<file path="src/rtl/gcd_binary_sync_pkg.sv">
// -----------------------------------------------------------------------------
// gcd_binary_sync_pkg
// Shared definitions for the binary (Stein) GCD call-protocol core:
//   - gcd_state_t  : FSM encoding (IDLE=0, SCALE=1, ODD=2, DONE=3)
//   - STEPS_W      : width of the optional step counter output
//   - gcd_latency_bound(n) : worst-case accept-to-result latency (4n+2),
//                            used by benches to bound their waits
// No ports (package).
// -----------------------------------------------------------------------------
package gcd_binary_sync_pkg;

    typedef enum logic [1:0] {
        IDLE  = 2'd0,
        SCALE = 2'd1,
        ODD   = 2'd2,
        DONE  = 2'd3
    } gcd_state_t;

    localparam int STEPS_W = 16;

    function automatic int gcd_latency_bound(input int n);
        return 4 * n + 2;
    endfunction

endpackage

</file>
<file path="src/rtl/gcd_binary_step.sv">
// -----------------------------------------------------------------------------
// gcd_binary_step
// Purely combinational single step of the binary GCD algorithm. Given the
// current FSM state and operand registers it returns their next values.
//   i_state  : current FSM state (only SCALE and ODD change anything)
//   i_a, i_b : current operands (N bits, unsigned)
//   i_k      : common power-of-two count so far (KW bits)
//   o_a, o_b : next operands
//   o_k      : next power-of-two count
//   o_done   : ODD step found a==b, result is ready
//   o_result : a << k, the gcd when o_done is set
// -----------------------------------------------------------------------------
module gcd_binary_step
    import gcd_binary_sync_pkg::*;
#(
    parameter int N  = 8,
    parameter int KW = $clog2(N) + 1
) (
    input  gcd_state_t      i_state,
    input  logic [N-1:0]    i_a,
    input  logic [N-1:0]    i_b,
    input  logic [KW-1:0]   i_k,
    output logic [N-1:0]    o_a,
    output logic [N-1:0]    o_b,
    output logic [KW-1:0]   o_k,
    output logic            o_done,
    output logic [N-1:0]    o_result
);

    // a<<k never exceeds min(in0,in1), so truncation to N bits is lossless.
    assign o_result = i_a << i_k;

    always_comb begin
        o_a    = i_a;
        o_b    = i_b;
        o_k    = i_k;
        o_done = 1'b0;
        case (i_state)
            SCALE: begin
                // Strip common factors of two; leaving SCALE is decided by
                // the wrapper and changes nothing here.
                if (!i_a[0] && !i_b[0]) begin
                    o_a = i_a >> 1;
                    o_b = i_b >> 1;
                    o_k = i_k + 1'b1;
                end
            end
            ODD: begin
                // One action per cycle, in priority order. Both operands are
                // odd before any subtraction, so the difference is even and
                // the larger-minus-smaller form never wraps.
                if (!i_a[0]) begin
                    o_a = i_a >> 1;
                end else if (!i_b[0]) begin
                    o_b = i_b >> 1;
                end else if (i_a == i_b) begin
                    o_done = 1'b1;
                end else if (i_a > i_b) begin
                    o_a = i_a - i_b;
                end else begin
                    o_b = i_b - i_a;
                end
            end
            default: ;
        endcase
    end

endmodule

</file>
<file path="src/rtl/gcd_binary_sync.sv">
// -----------------------------------------------------------------------------
// gcd_binary_sync
// Callee side of the synchronous valid/ready call protocol computing
// gcd(in0, in1) with the binary (Stein) algorithm, one step per clock.
// Ports:
//   clk        : clock, all state on rising edge
//   nrst       : asynchronous active-low reset
//   in_valid   : caller offers operands
//   in_ready   : block accepts operands this cycle (combinational)
//   in0, in1   : unsigned operands, N bits
//   out_valid  : out0 holds a finished result
//   out_ready  : caller accepts the result
//   out0       : unsigned gcd result, N bits
//   steps      : (only with GCD_BINARY_STEPCOUNT_EN defined) 16-bit count of
//                cycles from the accept edge to DONE entry, saturating
// Optional feature macro: GCD_BINARY_STEPCOUNT_EN
// -----------------------------------------------------------------------------
module gcd_binary_sync
    import gcd_binary_sync_pkg::*;
#(
    parameter int N  = 8,
    parameter int KW = $clog2(N) + 1
) (
    input  logic            clk,
    input  logic            nrst,
    input  logic            in_valid,
    output logic            in_ready,
    input  logic [N-1:0]    in0,
    input  logic [N-1:0]    in1,
    output logic            out_valid,
    input  logic            out_ready,
    output logic [N-1:0]    out0
`ifdef GCD_BINARY_STEPCOUNT_EN
    ,
    output logic [STEPS_W-1:0] steps
`endif
);

    gcd_state_t     r_state;
    gcd_state_t     w_state_nxt;
    logic [N-1:0]   r_a;
    logic [N-1:0]   r_b;
    logic [KW-1:0]  r_k;
    logic [N-1:0]   r_out0;
    logic           r_out_valid;

    logic [N-1:0]   w_a_nxt;
    logic [N-1:0]   w_b_nxt;
    logic [KW-1:0]  w_k_nxt;
    logic           w_done;
    logic [N-1:0]   w_result;
    logic           w_accept;
    logic           w_zero_op;
    logic           w_busy;

    gcd_binary_step #(
        .N  (N),
        .KW (KW)
    ) u_step (
        .i_state  (r_state),
        .i_a      (r_a),
        .i_b      (r_b),
        .i_k      (r_k),
        .o_a      (w_a_nxt),
        .o_b      (w_b_nxt),
        .o_k      (w_k_nxt),
        .o_done   (w_done),
        .o_result (w_result)
    );

    // Ready in DONE while the result is being taken allows back-to-back
    // calls; nrst gates it so nothing looks ready during reset.
    assign in_ready  = nrst & ((r_state == IDLE) | ((r_state == DONE) & out_ready));
    assign w_accept  = in_valid & in_ready;
    assign w_zero_op = (in0 == '0) | (in1 == '0);
    assign w_busy    = (r_state == SCALE) | (r_state == ODD);

    assign out_valid = r_out_valid;
    assign out0      = r_out0;

    always_ff @(posedge clk or negedge nrst) begin
        if (!nrst) begin
            r_state <= IDLE;
        end else begin
            r_state <= w_state_nxt;
        end
    end

    always_comb begin
        w_state_nxt = r_state;
        case (r_state)
            IDLE: begin
                if (w_accept) begin
                    w_state_nxt = w_zero_op ? DONE : SCALE;
                end
            end
            SCALE: begin
                if (r_a[0] | r_b[0]) begin
                    w_state_nxt = ODD;
                end
            end
            ODD: begin
                if (w_done) begin
                    w_state_nxt = DONE;
                end
            end
            DONE: begin
                if (out_ready) begin
                    if (w_accept) begin
                        w_state_nxt = w_zero_op ? DONE : SCALE;
                    end else begin
                        w_state_nxt = IDLE;
                    end
                end
            end
            default: w_state_nxt = IDLE;
        endcase
    end

    always_ff @(posedge clk or negedge nrst) begin
        if (!nrst) begin
            r_a         <= '0;
            r_b         <= '0;
            r_k         <= '0;
            r_out0      <= '0;
            r_out_valid <= 1'b0;
        end else begin
            r_out_valid <= (w_state_nxt == DONE);
            if (w_accept) begin
                r_a <= in0;
                r_b <= in1;
                r_k <= '0;
                // A zero operand short-circuits: gcd(x,0)=x, gcd(0,0)=0.
                if (w_zero_op) begin
                    r_out0 <= in0 | in1;
                end
            end else if (w_busy) begin
                r_a <= w_a_nxt;
                r_b <= w_b_nxt;
                r_k <= w_k_nxt;
                if (w_done) begin
                    r_out0 <= w_result;
                end
            end
        end
    end

`ifdef GCD_BINARY_STEPCOUNT_EN
    logic [STEPS_W-1:0] r_steps;

    // Counts every SCALE/ODD cycle, including the one whose edge enters
    // DONE, so a zero-operand call reports 0. Frozen in DONE and IDLE.
    always_ff @(posedge clk or negedge nrst) begin
        if (!nrst) begin
            r_steps <= '0;
        end else if (w_accept) begin
            r_steps <= '0;
        end else if (w_busy && (r_steps != {STEPS_W{1'b1}})) begin
            r_steps <= r_steps + 1'b1;
        end
    end

    assign steps = r_steps;
`endif

endmodule

</file>
<file path="config.mk">
export PLATFORM = sky130hd
export DESIGN_NAME = gcd_binary_sync
export DESIGN_NICKNAME = d
export VERILOG_FILES = /design/src/rtl/gcd_binary_sync_pkg.sv /design/src/rtl/gcd_binary_step.sv /design/src/rtl/gcd_binary_sync.sv
export SDC_FILE = /design/constraint.sdc
export NUM_CORES = 1
export LEC_CHECK = 0
export ABC_AREA = 0
export CORE_MARGIN = 2
export CORE_UTILIZATION = 44
export CTS_CLUSTER_DIAMETER = 30
export DETAILED_ROUTE_END_ITERATION = 16
export REMOVE_ABC_BUFFERS = 1
export SETUP_SLACK_MARGIN = 0.3
export SYNTH_ARGS = -nofsm -noshare
export SYNTH_HDL_FRONTEND = slang
export SYNTH_SLANG_ARGS = --single-unit
</file>
<file path="constraint.sdc">
create_clock -name clk -period 7.6 [get_ports clk]
set_input_delay 1.52 -clock clk [delete_from_list [all_inputs] [get_ports clk]]
set_output_delay 1.52 -clock clk [all_outputs]
set_load 0.1 [all_outputs]
</file>
# Word-level counts from Yosys, hierarchy flattened

Cells that the tools add are included.

Add/subtract/negate cells: 3
Muxes and demuxes: 35
Equal/unequal tests: 13
Shift operators: 1
Reductions and logical operators: 17
Bitwise gates (word level): 8
$lt $le $gt $ge: 1

Operators by type and width:

| kind                                          | number |
|---|---|
| two-way mux 8 bit                             | 18 |
| one-hot mux 8 bit (2 select lines)            | 2 |
| logical NOT 8 bit                             | 2 |
| two-way mux 4 bit                             | 4 |
| != test 4 bit, second input constant          | 4 |
| subtractor 8 bit                              | 2 |
| two-way mux 2 bit                             | 6 |
| AND reduction 6 bit                           | 2 |
| AND reduction 3 bit                           | 3 |
| == test 8 bit                                 | 1 |
| greater-than comparator 8 bit                 | 1 |
| bitwise OR 8 bit                              | 1 |
| one-hot mux 2 bit (4 select lines)            | 1 |
| nonzero test 2 bit                            | 4 |
| left shift 8 x 4 -> 8 bit                     | 1 |
| == test 2 bit, second input constant          | 3 |
| adder 4 x 1 -> 4 bit, second input constant   | 1 |
| two-way mux 1 bit                             | 4 |
| != test 4 x 3 -> 1 bit, second input constant | 1 |
| bitwise OR 1 bit                              | 4 |
| AND reduction 4 bit                           | 1 |
| AND 1 bit                                     | 3 |
| != test 3 x 2 -> 1 bit, second input constant | 1 |
| != test 3 bit, second input constant          | 1 |
| 6 further kinds                               | 7 |

Output and inout bits: 10
Input bits: 20
Register bits: 31
Word-level logic and storage cells: 86

# Depth between registers and ports, before layout

Gate-level depths: netlist of run 1.

Depth after elaboration: 9
Gate-level depth with buffers: 9
Depth with buffers taken out: 9

# By module

Synthesis of run 1 repeated with hierarchy kept, for this count alone.

Cells, all modules: 435
Area total of the unflattened synthesis: 3539.6 um^2

Modules (own cells, without submodules):

| module          | cells an instance | times used | area each (um^2) | seq. area each (um^2) |
|---|---|---|---|---|
| gcd_binary_step | 268               | 1          | 1836.8           | 0.0 |
| gcd_binary_sync | 167               | 1          | 1702.9           | 775.7 |

# Worst setup path before layout of run 1

OpenSTA, ideal clock, no wires.

Path type: input to output
Start: input out_ready
End: output in_ready
Setup slack: 3.090 ns
Stages on the path: 2
Path buffers: 0
Required time: 6.080 ns
Arrival: 2.990 ns
Cells stage by stage: a21oi_1 nor2b_1

Longest elaborated chain between the ends: 3

RTL lines:

| element          | line                  | RTL |
|---|---|---|
| from (decl)      | gcd_binary_sync.sv:31 | `input logic out_ready,` |
| AND 1 bit        | gcd_binary_sync.sv:73 | `assign in_ready = nrst & ((r_state == IDLE) \| ((r_state == DONE) & out_ready));` |
| bitwise OR 1 bit | gcd_binary_sync.sv:73 |  |
| AND 1 bit        | gcd_binary_sync.sv:73 |  |
| to (decl)        | gcd_binary_sync.sv:27 | `output logic in_ready,` |

No other way between the ends.

# Worst setup path in the final report of run 1

Start: input nrst
End: output in_ready

Longest elaborated chain between the ends: 1

RTL lines:

| element     | line                  | RTL |
|---|---|---|
| from (decl) | gcd_binary_sync.sv:25 | `input logic nrst,` |
| AND 1 bit   | gcd_binary_sync.sv:73 |  |

No other way between the ends.

==> results of run 1 <==
-- power by group --
group | switching, mW | internal (mW)
logic | 0.830 | 0.511
registers | 0.0857 | 0.228
clock network | 0.0649 | 0.0710
total | 0.980 | 0.810
-- worst register-to-register path: cells and delay by family (launching register included) --
kind / cells / cell delay, ns
compound gates: 4 / 1.49
fa+ha+maj: 2 / 0.65
buf+inv: 2 / 0.29
flops: 1 / 0.48
mux: 1 / 0.19
-- per-stage QoR --
stage          worst slack (ns)  instances  hold slack, ns  cell area [um^2]  util (%)
6_report                   2.40        455           0.507              3440      51.2
3_3_place_gp               2.36        448           0.490              3350      49.9
3_5_place_dp               2.37        448           0.494              3350      49.9
5_1_grt                    2.29        455           0.517              3440      51.2
2_1_floorplan              3.09        337           0.502              2950         -
4_1_cts                    2.37        455           0.510              3440      51.2
-- registers in the layout, summed over array words and instances, names as in the netlist --
| name | cells |
|---|---|
| out0 | 8 |
| out_valid | 1 |
| r_a | 8 |
| r_b | 8 |
| r_k | 4 |
| r_state | 2 |
-- layout make-up --
class                           instances  share of cell area [%]
Clock buffer                            6                    2.40
Clock inverter                          1                   0.146
Inverter                               25                    2.73
Multi-Input combinational cell        281                    60.4
Sequential cell                        31                    22.6
Tap cell                               80                    2.91
Timing Repair Buffer                   31                    8.88
-- cells by family after synthesis --
logic type | after synthesis | synth area share [%]
XOR/XNOR | 7 | 2.03
buffers and inverters | 40 | 5.36
multiplexers | 32 | 11.6
adder cells (fa/ha/maj) | 26 | 11.3
AO/OA/AOI/OAI | 110 | 25.5
flip-flops | 31 | 25.7
AND/OR/NAND/NOR | 106 | 18.5
-- worst paths after layout --
path                       endpoint  cells past startpoint
min in group asynchronous    r_b[0]                      2
setup reg to reg             r_b[4]                      9
hold reg to reg             out0[2]                      1
max in group asynchronous    r_b[5]                      2
setup / recovery           in_ready                      4
hold / removal              out0[2]                      1
-- cell usage after synthesis, types with 7 or more instances --
library cell	instances	share of area, %
nand3_1	7	1.2
a31oi_1	9	1.9
a21oi_1	28	4.7
o21ai_0	19	3.2
mux2i_1	17	5.6
nor4_1	7	1.5
o211ai_1	7	1.7
o22ai_1	8	1.7
clkbuf_1	9	1.1
nor2_1	28	3.5
dfrtp_1	31	26
mux2_2	14	5.2
nor3_1	9	1.5
inv_1	25	3.1
nand2_1	23	2.9
ha_1	24	10
-- metal layers --
metal  up-vias  routed length, um  track usage (%)
li1       1362                  -                -
met4         0                202             8.10
met3        17                484             4.29
met2        70               3980             36.4
met1      1332               4050             34.5
met5         -                  0                0
==> impl_summary.log, run 1 <==
INFO  metric synth_seq_cells = 31
INFO  metric firstDrtPassIters = 4
INFO  metric layout.cells.most_common_list = dfrtp_1, clkdlybuf4s50_1, a21oi_1, nor2_1, inv_1
INFO  metric clk_pin_slew = roughly 0.070 ns
INFO  metric register_area = 776 um^2
INFO  metric placement_rows = 30
INFO  metric initial_antenna_violation_count = 0
INFO  metric commonest_non_fill_non_tap_cell_in_the_layout = dfrtp_1
INFO  metric crit_slowest_cell = clkdlybuf4s50_1
INFO  metric worst_hold_path_type = reg2reg
INFO  metric dp_hpwl = 6.80 mm
INFO  metric multi_input_comb_area = 2080 um^2
INFO  metric clock_skew = 0.00611 ns
INFO  metric maximum_number_of_pins_on_one_net_before_global_route_repair = 34
INFO  metric critical_path.startpoint = nrst
INFO  metric via_count = 2781
INFO  metric cts_tree = built
INFO  metric insertedDiodeCount = 0
INFO  metric drc_errors = 0
INFO  metric fin_crit_sh = 68.4%
INFO  metric drt_iter0_markers = 214
INFO  metric relSlewSlack = 30.4%
INFO  metric crit_path_max_fanout = 33
INFO  metric post_synth_inst_count = 352
INFO  metric vdd.ir_drop.worst = between 0.2 and 0.3 mV
INFO  metric cts-resized-gates = 0
INFO  metric synth_ff_type = dfrtp_1
INFO  metric most_used_cell_along_the_critical_path = clkdlybuf4s50_1
INFO  metric final_net_count = 421
INFO  metric maxSlewViolCount = 0
INFO  metric worst_tran_pin_value = 1.04 ns
INFO  metric floorplan.die.height = 86.8 um
INFO  metric post_synth_num_cell_types = 67
INFO  metric netlist_area = 3010 um^2
INFO  metric postCtsHoldBufs = 0
INFO  metric standby_leakage_power = 1.43 nW
INFO  metric grt.overflow.total = 0
INFO  metric setup.worst_path.class = in2out
INFO  metric status = finished, final reports clean
INFO  metric initial_utilization = 44.8%
INFO  metric post-cts-setup-buffer-count = 0
INFO  metric synth_warnings = 0
INFO  metric depth_of_the_cts_h_tree = 2
INFO  metric start_point_of_the_worst_min_delay_path = out0[2]
INFO  metric cts-root-buf = clkbuf_8
INFO  metric synth_enable_flop_cells = 0
INFO  metric cts.sink_count = 31
INFO  metric postSynthAreaPerCell = 8.56 um^2
INFO  metric routed_wire_length_per_instance = 19.2 um
INFO  metric grt_pass1_vias = 2650
INFO  metric layout.filler_cells = 650
INFO  metric power.density_cell_area = 521 nW/um^2
INFO  metric finalHoldViolations = 0
INFO  metric design.die.area = 7530 um^2
INFO  metric arrival = 3.68 ns
INFO  metric setup-violations-final = 0
INFO  metric final_layout_size_suffix_gt1_share = 9.87%
INFO  metric rsz0062_at_grt = no
INFO  metric finalWirelength = 8.71 mm
INFO  metric ant_nets = 0
INFO  metric end_kind = primary output
INFO  metric total_power = 1.79 mW
INFO  metric critPathBufInv = 3
INFO  metric regToRegStartpoint = r_a[0]
INFO  metric critical_path.cell_chain = clkdlybuf4s50_1, buf_4, nor2b_1, clkdlybuf4s50_1
INFO  metric async_reset_ff_share = 100%
INFO  metric max_capacitance_violation_total = 0
INFO  metric floorplan.core_area = between 6000 and 7000 um^2
INFO  metric clkLatencyLatePin = 0.29 ns
INFO  metric register_to_register_setup_slack = 4.43 ns
INFO  metric gp_congestion = 0.909
INFO  metric io_pins = 30
INFO  metric buffer_ports.inserted = 29
INFO  metric globalRouteTotalUtil = about 24%
INFO  metric avgViaCountPerCell = about 6.1
INFO  metric tritoncts.num_buffers = 5
INFO  metric cp-start-kind = primary input
INFO  metric final.min_clock_period = 5.20 ns
INFO  metric slowest_delay = 1.13 ns
INFO  metric area_growth_syn_to_layout = 14.1%
INFO  metric ctsLongestPathBuffers = 2
INFO  metric fin_tns_setup = 0 ns
INFO  metric ys_seq_area_share = about 26%
INFO  metric first_pass_grt_wire_length = between 10 and 15 mm
INFO  metric chipWidth = slightly below 90 um
INFO  metric timing.critical_path.required = 6.08 ns
INFO  metric max_freq = ~0.19 GHz
INFO  metric worst_path_dominant_cell_family = buffers and inverters
Note: power is estimated with default switching activity, not from simulation.
==> inputs of run 2 (changes only) <==
Clock period 7.6 ns to 5.3 ns, I/O delays scaled along.
==> run 2 against run 1 <==
Compared with the run above:
- sequential share of layout area decreased by 0.23 points
- global-route usage is 0.62 points higher
- die area did not move
- count of clock-buffer cells in the layout did not move
- non-clock buffer count rose by 1
- first-iteration DRC count decreased by 5.6%
- critical path depth increased by 2
- utilization increased by 0.52 points
- highest routed layer unchanged
==> impl_summary.log, run 2 (synthesized netlist as in run 1, its figures left out) <==
INFO  metric status = finished, final reports clean (unchanged)
INFO  metric chipWidth = 86.8 um (unchanged)
INFO  metric placement_rows = 30 (unchanged)
INFO  metric firstDrtPassIters = 6 (was 4)
INFO  metric grt.overflow.total = 0 (unchanged)
INFO  metric maxSlewViolCount = 0 (unchanged)
INFO  metric fin_crit_sh = 66.7%
INFO  metric area_growth_syn_to_layout = 15.3% (was 14.1%)
INFO  metric setup.worst_path.class = in2reg (was in2out)
INFO  metric io_pins = 30 (unchanged)
INFO  metric insertedDiodeCount = 0 (unchanged)
INFO  metric floorplan.die.height = 86.8 um (unchanged)
INFO  metric layout.cells.most_common_list = dfrtp_1, a21oi_1, nor2_1, clkdlybuf4s50_1, inv_1 (was dfrtp_1, clkdlybuf4s50_1, a21oi_1, nor2_1, inv_1)
INFO  metric initial_antenna_violation_count = 0 (unchanged)
INFO  metric via_count = 2902 (was 2781)
INFO  metric maximum_number_of_pins_on_one_net_before_global_route_repair = 34 (unchanged)
INFO  metric tritoncts.num_buffers = 5 (unchanged)
INFO  metric relSlewSlack = 35.1% (was 30.4%)
INFO  metric floorplan.core_area = 6720 um^2 (unchanged)
INFO  metric clkLatencyLatePin = 0.28 ns (was 0.29 ns)
INFO  metric worst_hold_path_type = reg2reg (unchanged)
INFO  metric max_capacitance_violation_total = 0 (unchanged)
INFO  metric register_area = 776 um^2 (unchanged)
INFO  metric cts-root-buf = clkbuf_8 (unchanged)
INFO  metric cts.sink_count = 31 (unchanged)
INFO  metric crit_slowest_cell = or2_2 (was clkdlybuf4s50_1)
INFO  metric setup-violations-final = 0 (unchanged)
INFO  metric max_freq = between 0.2 and 0.3 GHz
INFO  metric grt_pass1_vias = 2791 (was 2650)
INFO  metric routed_wire_length_per_instance = 19.8 um (was 19.2 um)
INFO  metric gp_congestion = 0.879 (was 0.909)
INFO  metric final.min_clock_period = 3.53 ns
INFO  metric depth_of_the_cts_h_tree = 2 (unchanged)
INFO  metric multi_input_comb_area = 2080 um^2 (unchanged)
INFO  metric ant_nets = 0 (unchanged)
INFO  metric min_delay_worst_endpoint = out0[3] (was out0[2])
INFO  metric dp_cells = 449 (was 448)
INFO  metric end_kind = flop (was primary output)
INFO  metric finalWirelength = 9.07 mm (was 8.71 mm)
INFO  metric clock_skew = 0.00813 ns (was 0.00611 ns)
INFO  metric final_layout_size_suffix_gt1_share = 10.6% (was 9.87%)
INFO  metric postCtsHoldBufs = 0 (unchanged)
INFO  metric worst_tran_pin_value = 0.971 ns (was 1.04 ns)
INFO  metric arrival = 3.70 ns (was 3.68 ns)
INFO  metric commonest_non_fill_non_tap_cell_in_the_layout = dfrtp_1 (unchanged)
INFO  metric slowest_delay = 0.57 ns (was 1.13 ns)
INFO  metric design.die.area = 7530 um^2 (unchanged)
INFO  metric register_to_register_setup_slack = 2.10 ns (was 4.43 ns)
INFO  metric clk_pin_slew = 0.07 ns (about the same)
INFO  metric final_net_count = 422 (was 421)
INFO  metric cts-resized-gates = 0 (unchanged)
INFO  metric regToRegStartpoint = r_a[0] (unchanged)
INFO  metric cp-start-kind = primary input (unchanged)
INFO  metric drt_iter0_markers = 202 (was 214)
INFO  metric initial_utilization = 44.8% (unchanged)
INFO  metric finalHoldViolations = 0 (unchanged)
INFO  metric post-cts-setup-buffer-count = 0 (unchanged)
INFO  metric globalRouteTotalUtil = 24.6% (was 24.0%)
INFO  metric critical_path.startpoint = nrst (unchanged)
INFO  metric avgViaCountPerCell = 6.35 (was 6.11)
INFO  metric buffer_ports.inserted = 29 (unchanged)
INFO  metric crit_path_max_fanout = 33 (unchanged)
INFO  metric fin_tns_setup = 0 ns (unchanged)
INFO  metric cts_tree = built (unchanged)
INFO  metric worst_path_dominant_cell_family = buffers and inverters (unchanged)
INFO  metric start_point_of_the_worst_min_delay_path = out0[3] (was out0[2])
INFO  metric worstHoldPathCells = 1 (unchanged)
INFO  metric drc_errors = 0 (unchanged)
INFO  metric layout.filler_cells = 661 (was 650)
INFO  metric regToRegEndpoint = r_b[4] (unchanged)
INFO  metric critical_path.cell_chain = clkdlybuf4s50_1, buf_4, nand2_1, or2_2, a31oi_2, mux2_2 (was clkdlybuf4s50_1, buf_4, nor2b_1, clkdlybuf4s50_1)
INFO  metric r2r.worst_path.cells = 9 (unchanged)
INFO  metric first_pass_grt_wire_length = 14.5 mm (was 13.8 mm)
INFO  metric timing.critical_path.required = 5.47 ns (was 6.08 ns)
INFO  metric rsz0062_at_grt = no (unchanged)
INFO  metric ctsLongestPathBuffers = 2 (unchanged)
INFO  metric dp_hpwl = 6.93 mm (was 6.80 mm)
INFO  metric final_cells = 457 (was 455)
INFO  metric critPathBufInv = 2 (was 3)
[run 2: final cells by class]
cell class	count	share of cell area (%)
clock buffer	6	2.38
clock inverter	2	1.01
inverter	25	2.70
multi-input combinational	281	59.8
sequential	31	22.3
tap	80	2.88
timing repair buffer	32	8.93
[run 2: how the worst max path moves through the flow]
stage,depth (start not counted),end,slack (ns)
floorplan,2,in_ready,1.71
global route,6,out0[0],1.57
global placement,6,out0[6],1.54
detailed placement,6,out0[0],1.44
finish,6,out0[0],1.77
CTS,6,out0[0],1.73
[run 2: metal layers]
metal | share of wire [%] | GRT usage (%) | routed length, um
met1 | 47 | 35.3 | 4230
met2 | 47 | 38.8 | 4250
met3 | 5.0 | 3.90 | 457
met4 | 1.4 | 6.11 | 127
met5 | 0 | 0 | 0
[run 2: metrics by stage]
| step | worst slack (ns) | area, um^2 | hold slack [ns] | utilization, % |
|---|---|---|---|---|
| floorplan | 1.71 | 2950 | 0.502 | - |
| global placement | 1.54 | 3360 | 0.490 | 49.9 |
| finish | 1.77 | 3470 | 0.507 | 51.7 |
| global route | 1.57 | 3470 | 0.524 | 51.7 |
| detailed placement | 1.44 | 3360 | 0.494 | 49.9 |
| CTS | 1.73 | 3470 | 0.511 | 51.7 |
Power of run 2 is left out: the tool's default activity adds up to more than one toggle a clock period on the data nets, which glitch-free logic cannot reach.
==> inputs of run 3 (changes only) <==
Clock period 5.3 ns to 3.6 ns, I/O delays scaled along.
==> run 3 against run 2 <==
Compared with the run above:
- die area is the same
- worst setup slack worse by 1.2 ns
- largest cell class unchanged
- clock skew barely moved
- sequential share of layout area is essentially flat
- critical endpoint is now r_b[4]
- global-route usage fell by 0.19 points
==> impl_summary.log, run 3 (synthesized netlist as in run 1, its figures left out) <==
INFO  metric switching_power = 2.10 mW
INFO  metric final_layout_size_suffix_gt1_share = 11.0% (was 10.6%)
INFO  metric routed_wire_length_per_instance = 19.3 um (was 19.8 um)
INFO  metric vdd.ir_drop.worst = 0.487 mV
INFO  metric worst_hold_path_type = reg2reg (unchanged)
INFO  metric avgViaCountPerCell = 6.28 (was 6.35)
INFO  metric gp_congestion = 0.963 (was 0.879)
INFO  metric crit_path_max_fanout = 7 (was 33)
INFO  metric total_power = 3.84 mW
INFO  metric comb_power_share = 75.7%
INFO  metric clock_skew = 0.00788 ns (was 0.00813 ns)
INFO  metric buffer_ports.inserted = 29 (unchanged)
INFO  metric status = finished, final reports clean (unchanged)
INFO  metric clkLatencyLatePin = 0.29 ns (was 0.28 ns)
INFO  metric cts.sink_count = 31 (unchanged)
INFO  metric timing.critical_path.required = 3.83 ns (was 5.47 ns)
INFO  metric cts-resized-gates = 0 (unchanged)
INFO  metric grt.overflow.total = 0 (unchanged)
INFO  metric fin_crit_sh = a little under nine tenths
INFO  metric worst_tran_pin_value = 0.980 ns (was 0.971 ns)
INFO  metric setup-violations-final = 0 (unchanged)
INFO  metric power.share.sequential = 17.2%
INFO  metric power.density_cell_area = 1100 nW/um^2
INFO  metric final_net_count = 426 (was 422)
INFO  metric floorplan.die.height = 86.8 um (unchanged)
INFO  metric switching_share = 54.7%
INFO  metric ctsLongestPathBuffers = 2 (unchanged)
INFO  metric tritoncts.num_buffers = 5 (unchanged)
INFO  metric rsz0062_at_grt = no (unchanged)
INFO  metric cell_internal_pwr = 1.74 mW
INFO  metric fin_tns_setup = 0 ns (unchanged)
INFO  metric grt_pass1_vias = 2752 (was 2791)
INFO  metric register_to_register_setup_slack = 0.54 ns (was 2.10 ns)
INFO  metric finalHoldViolations = 0 (unchanged)
INFO  metric end_kind = flop (unchanged)
INFO  metric initial_utilization = 44.8% (unchanged)
INFO  metric relSlewSlack = 34.4% (was 35.1%)
INFO  metric finalHoldWorstSlack = 0.508 ns (was 0.507 ns)
INFO  metric maximum_number_of_pins_on_one_net_before_global_route_repair = 33 (was 34)
INFO  metric depth_of_the_cts_h_tree = 2 (unchanged)
INFO  metric firstDrtPassIters = 5 (was 6)
INFO  metric drt_iter0_markers = 204 (was 202)
INFO  metric arrival = 3.29 ns (was 3.70 ns)
INFO  metric floorplan.core_area = 6720 um^2 (unchanged)
INFO  metric design.die.area = 7530 um^2 (unchanged)
INFO  metric cts-root-buf = clkbuf_8 (unchanged)
INFO  metric area_growth_syn_to_layout = 15.5% (was 15.3%)
INFO  metric crit_slowest_cell = a2111o_1 (was or2_2)
INFO  metric via_count = 2893 (was 2902)
INFO  metric io_pins = 30 (unchanged)
INFO  metric first_pass_grt_wire_length = 14.2 mm (was 14.5 mm)
INFO  metric finalWirelength = 8.88 mm (was 9.07 mm)
INFO  metric layout.cells.most_common_list = dfrtp_1, a21oi_1, nor2_1, clkdlybuf4s50_1, inv_1 (unchanged)
INFO  metric final.min_clock_period = ~3.1 ns
INFO  metric dp_hpwl = 6.88 mm (was 6.93 mm)
INFO  metric setup.worst_path.class = reg2reg (was in2reg)
INFO  metric critical_path.cell_chain = inv_1, ha_1, inv_1, fa_1, a211oi_4, o21ai_0, a2111o_1, o311ai_1, mux2_2 (was clkdlybuf4s50_1, buf_4, nand2_1, or2_2, a31oi_2, mux2_2)
INFO  metric insertedDiodeCount = 0 (unchanged)
INFO  metric cts_tree = built (unchanged)
INFO  metric drc_errors = 0 (unchanged)
INFO  metric most_used_cell_along_the_critical_path = inv_1
INFO  metric standby_leakage_power = 1.45 nW
INFO  metric placed_area = 3380 um^2 (was 3360 um^2)
INFO  metric chipWidth = 86.8 um (unchanged)
INFO  metric globalRouteTotalUtil = 24.5% (was 24.6%)
INFO  metric clockPowerShare = 7.1%
INFO  metric maxSlewViolCount = 0 (unchanged)
INFO  metric postLayoutCellArea = 3480 um^2 (was 3470 um^2)
INFO  metric max_freq = roughly 0.33 GHz
INFO  metric clk_pin_slew = 0.07 ns (about the same)
INFO  metric slowest_delay = 0.58 ns (was 0.57 ns)
INFO  metric max_capacitance_violation_total = 0 (unchanged)
INFO  metric initial_antenna_violation_count = 0 (unchanged)
INFO  metric cp-start-kind = flop (was primary input)
INFO  metric ant_nets = 0 (unchanged)
INFO  metric placement_rows = 30 (unchanged)
INFO  metric commonest_non_fill_non_tap_cell_in_the_layout = dfrtp_1 (unchanged)
==> run 3: area by class of cell <==
cell class                      count  area (um^2)
Clock buffer                        7         76.3
Clock inverter                      1         5.00
Inverter                           25         93.8
Fill cell                         627         3240
Multi-Input combinational cell    281         2080
Timing Repair Buffer               36          353
Sequential cell                    31          776
Tap cell                           80          100
==> run 3: power by group through the flow <==
stage	Sequential [mW]	Combinational [mW]	Clock [mW]
finish	0.661	2.90	0.273
CTS	0.656	2.84	0.279
detailed placement	0.661	2.82	0
global placement	0.661	2.82	0
global route	0.677	3.16	0.291
floorplan	0.829	1.95	0
==> run 3: critical path, delay by kind of cell, from the launching register on <==
family                   cells  cell delay (ns)
multiplexers                 1             0.19
adder cells (fa/ha/maj)      2             0.65
buffers and inverters        2             0.29
flip-flops                   1             0.48
AO/OA/AOI/OAI                4             1.38
==> run 3: worst paths after layout <==
kind                               from       to  cells after the start
worst min-delay path            out0[7]  out0[7]                      1
max in group asynchronous          nrst   r_b[6]                      2
min in group asynchronous          nrst   r_b[0]                      2
worst min register to register  out0[7]  out0[7]                      1
worst max-delay path             r_a[0]   r_b[4]                      9
worst max register to register   r_a[0]   r_b[4]                      9
==> run 3: layer usage <==
metal | up-vias | wire length (um) | share of wire, % | GRT usage (%)
met3 | 16 | 507 | 5.7 | 3.71
met5 | - | 0 | 0 | 0
li1 | 1368 | - | - | -
met2 | 97 | 4120 | 46 | 38.7
met4 | 0 | 164 | 1.8 | 5.97
met1 | 1412 | 4090 | 46 | 35.1
==> run 3: per-stage QoR <==
step           util (%)  setup slack (ns)  cells
6_report           51.8             0.539    461
5_1_grt            51.8             0.439    461
4_1_cts            51.6             0.452    459
3_5_place_dp       50.4             0.421    451
3_3_place_gp       50.4             0.507    451
2_1_floorplan         -             0.690    337
==> run 3: what timing repair did <==
item | in CTS | in global routing
buffers inserted | 0 | 2
endpoints found under the setup margin | 0 | 1
hold endpoints to repair | 0 | 0
hold buffers | 0 | 0
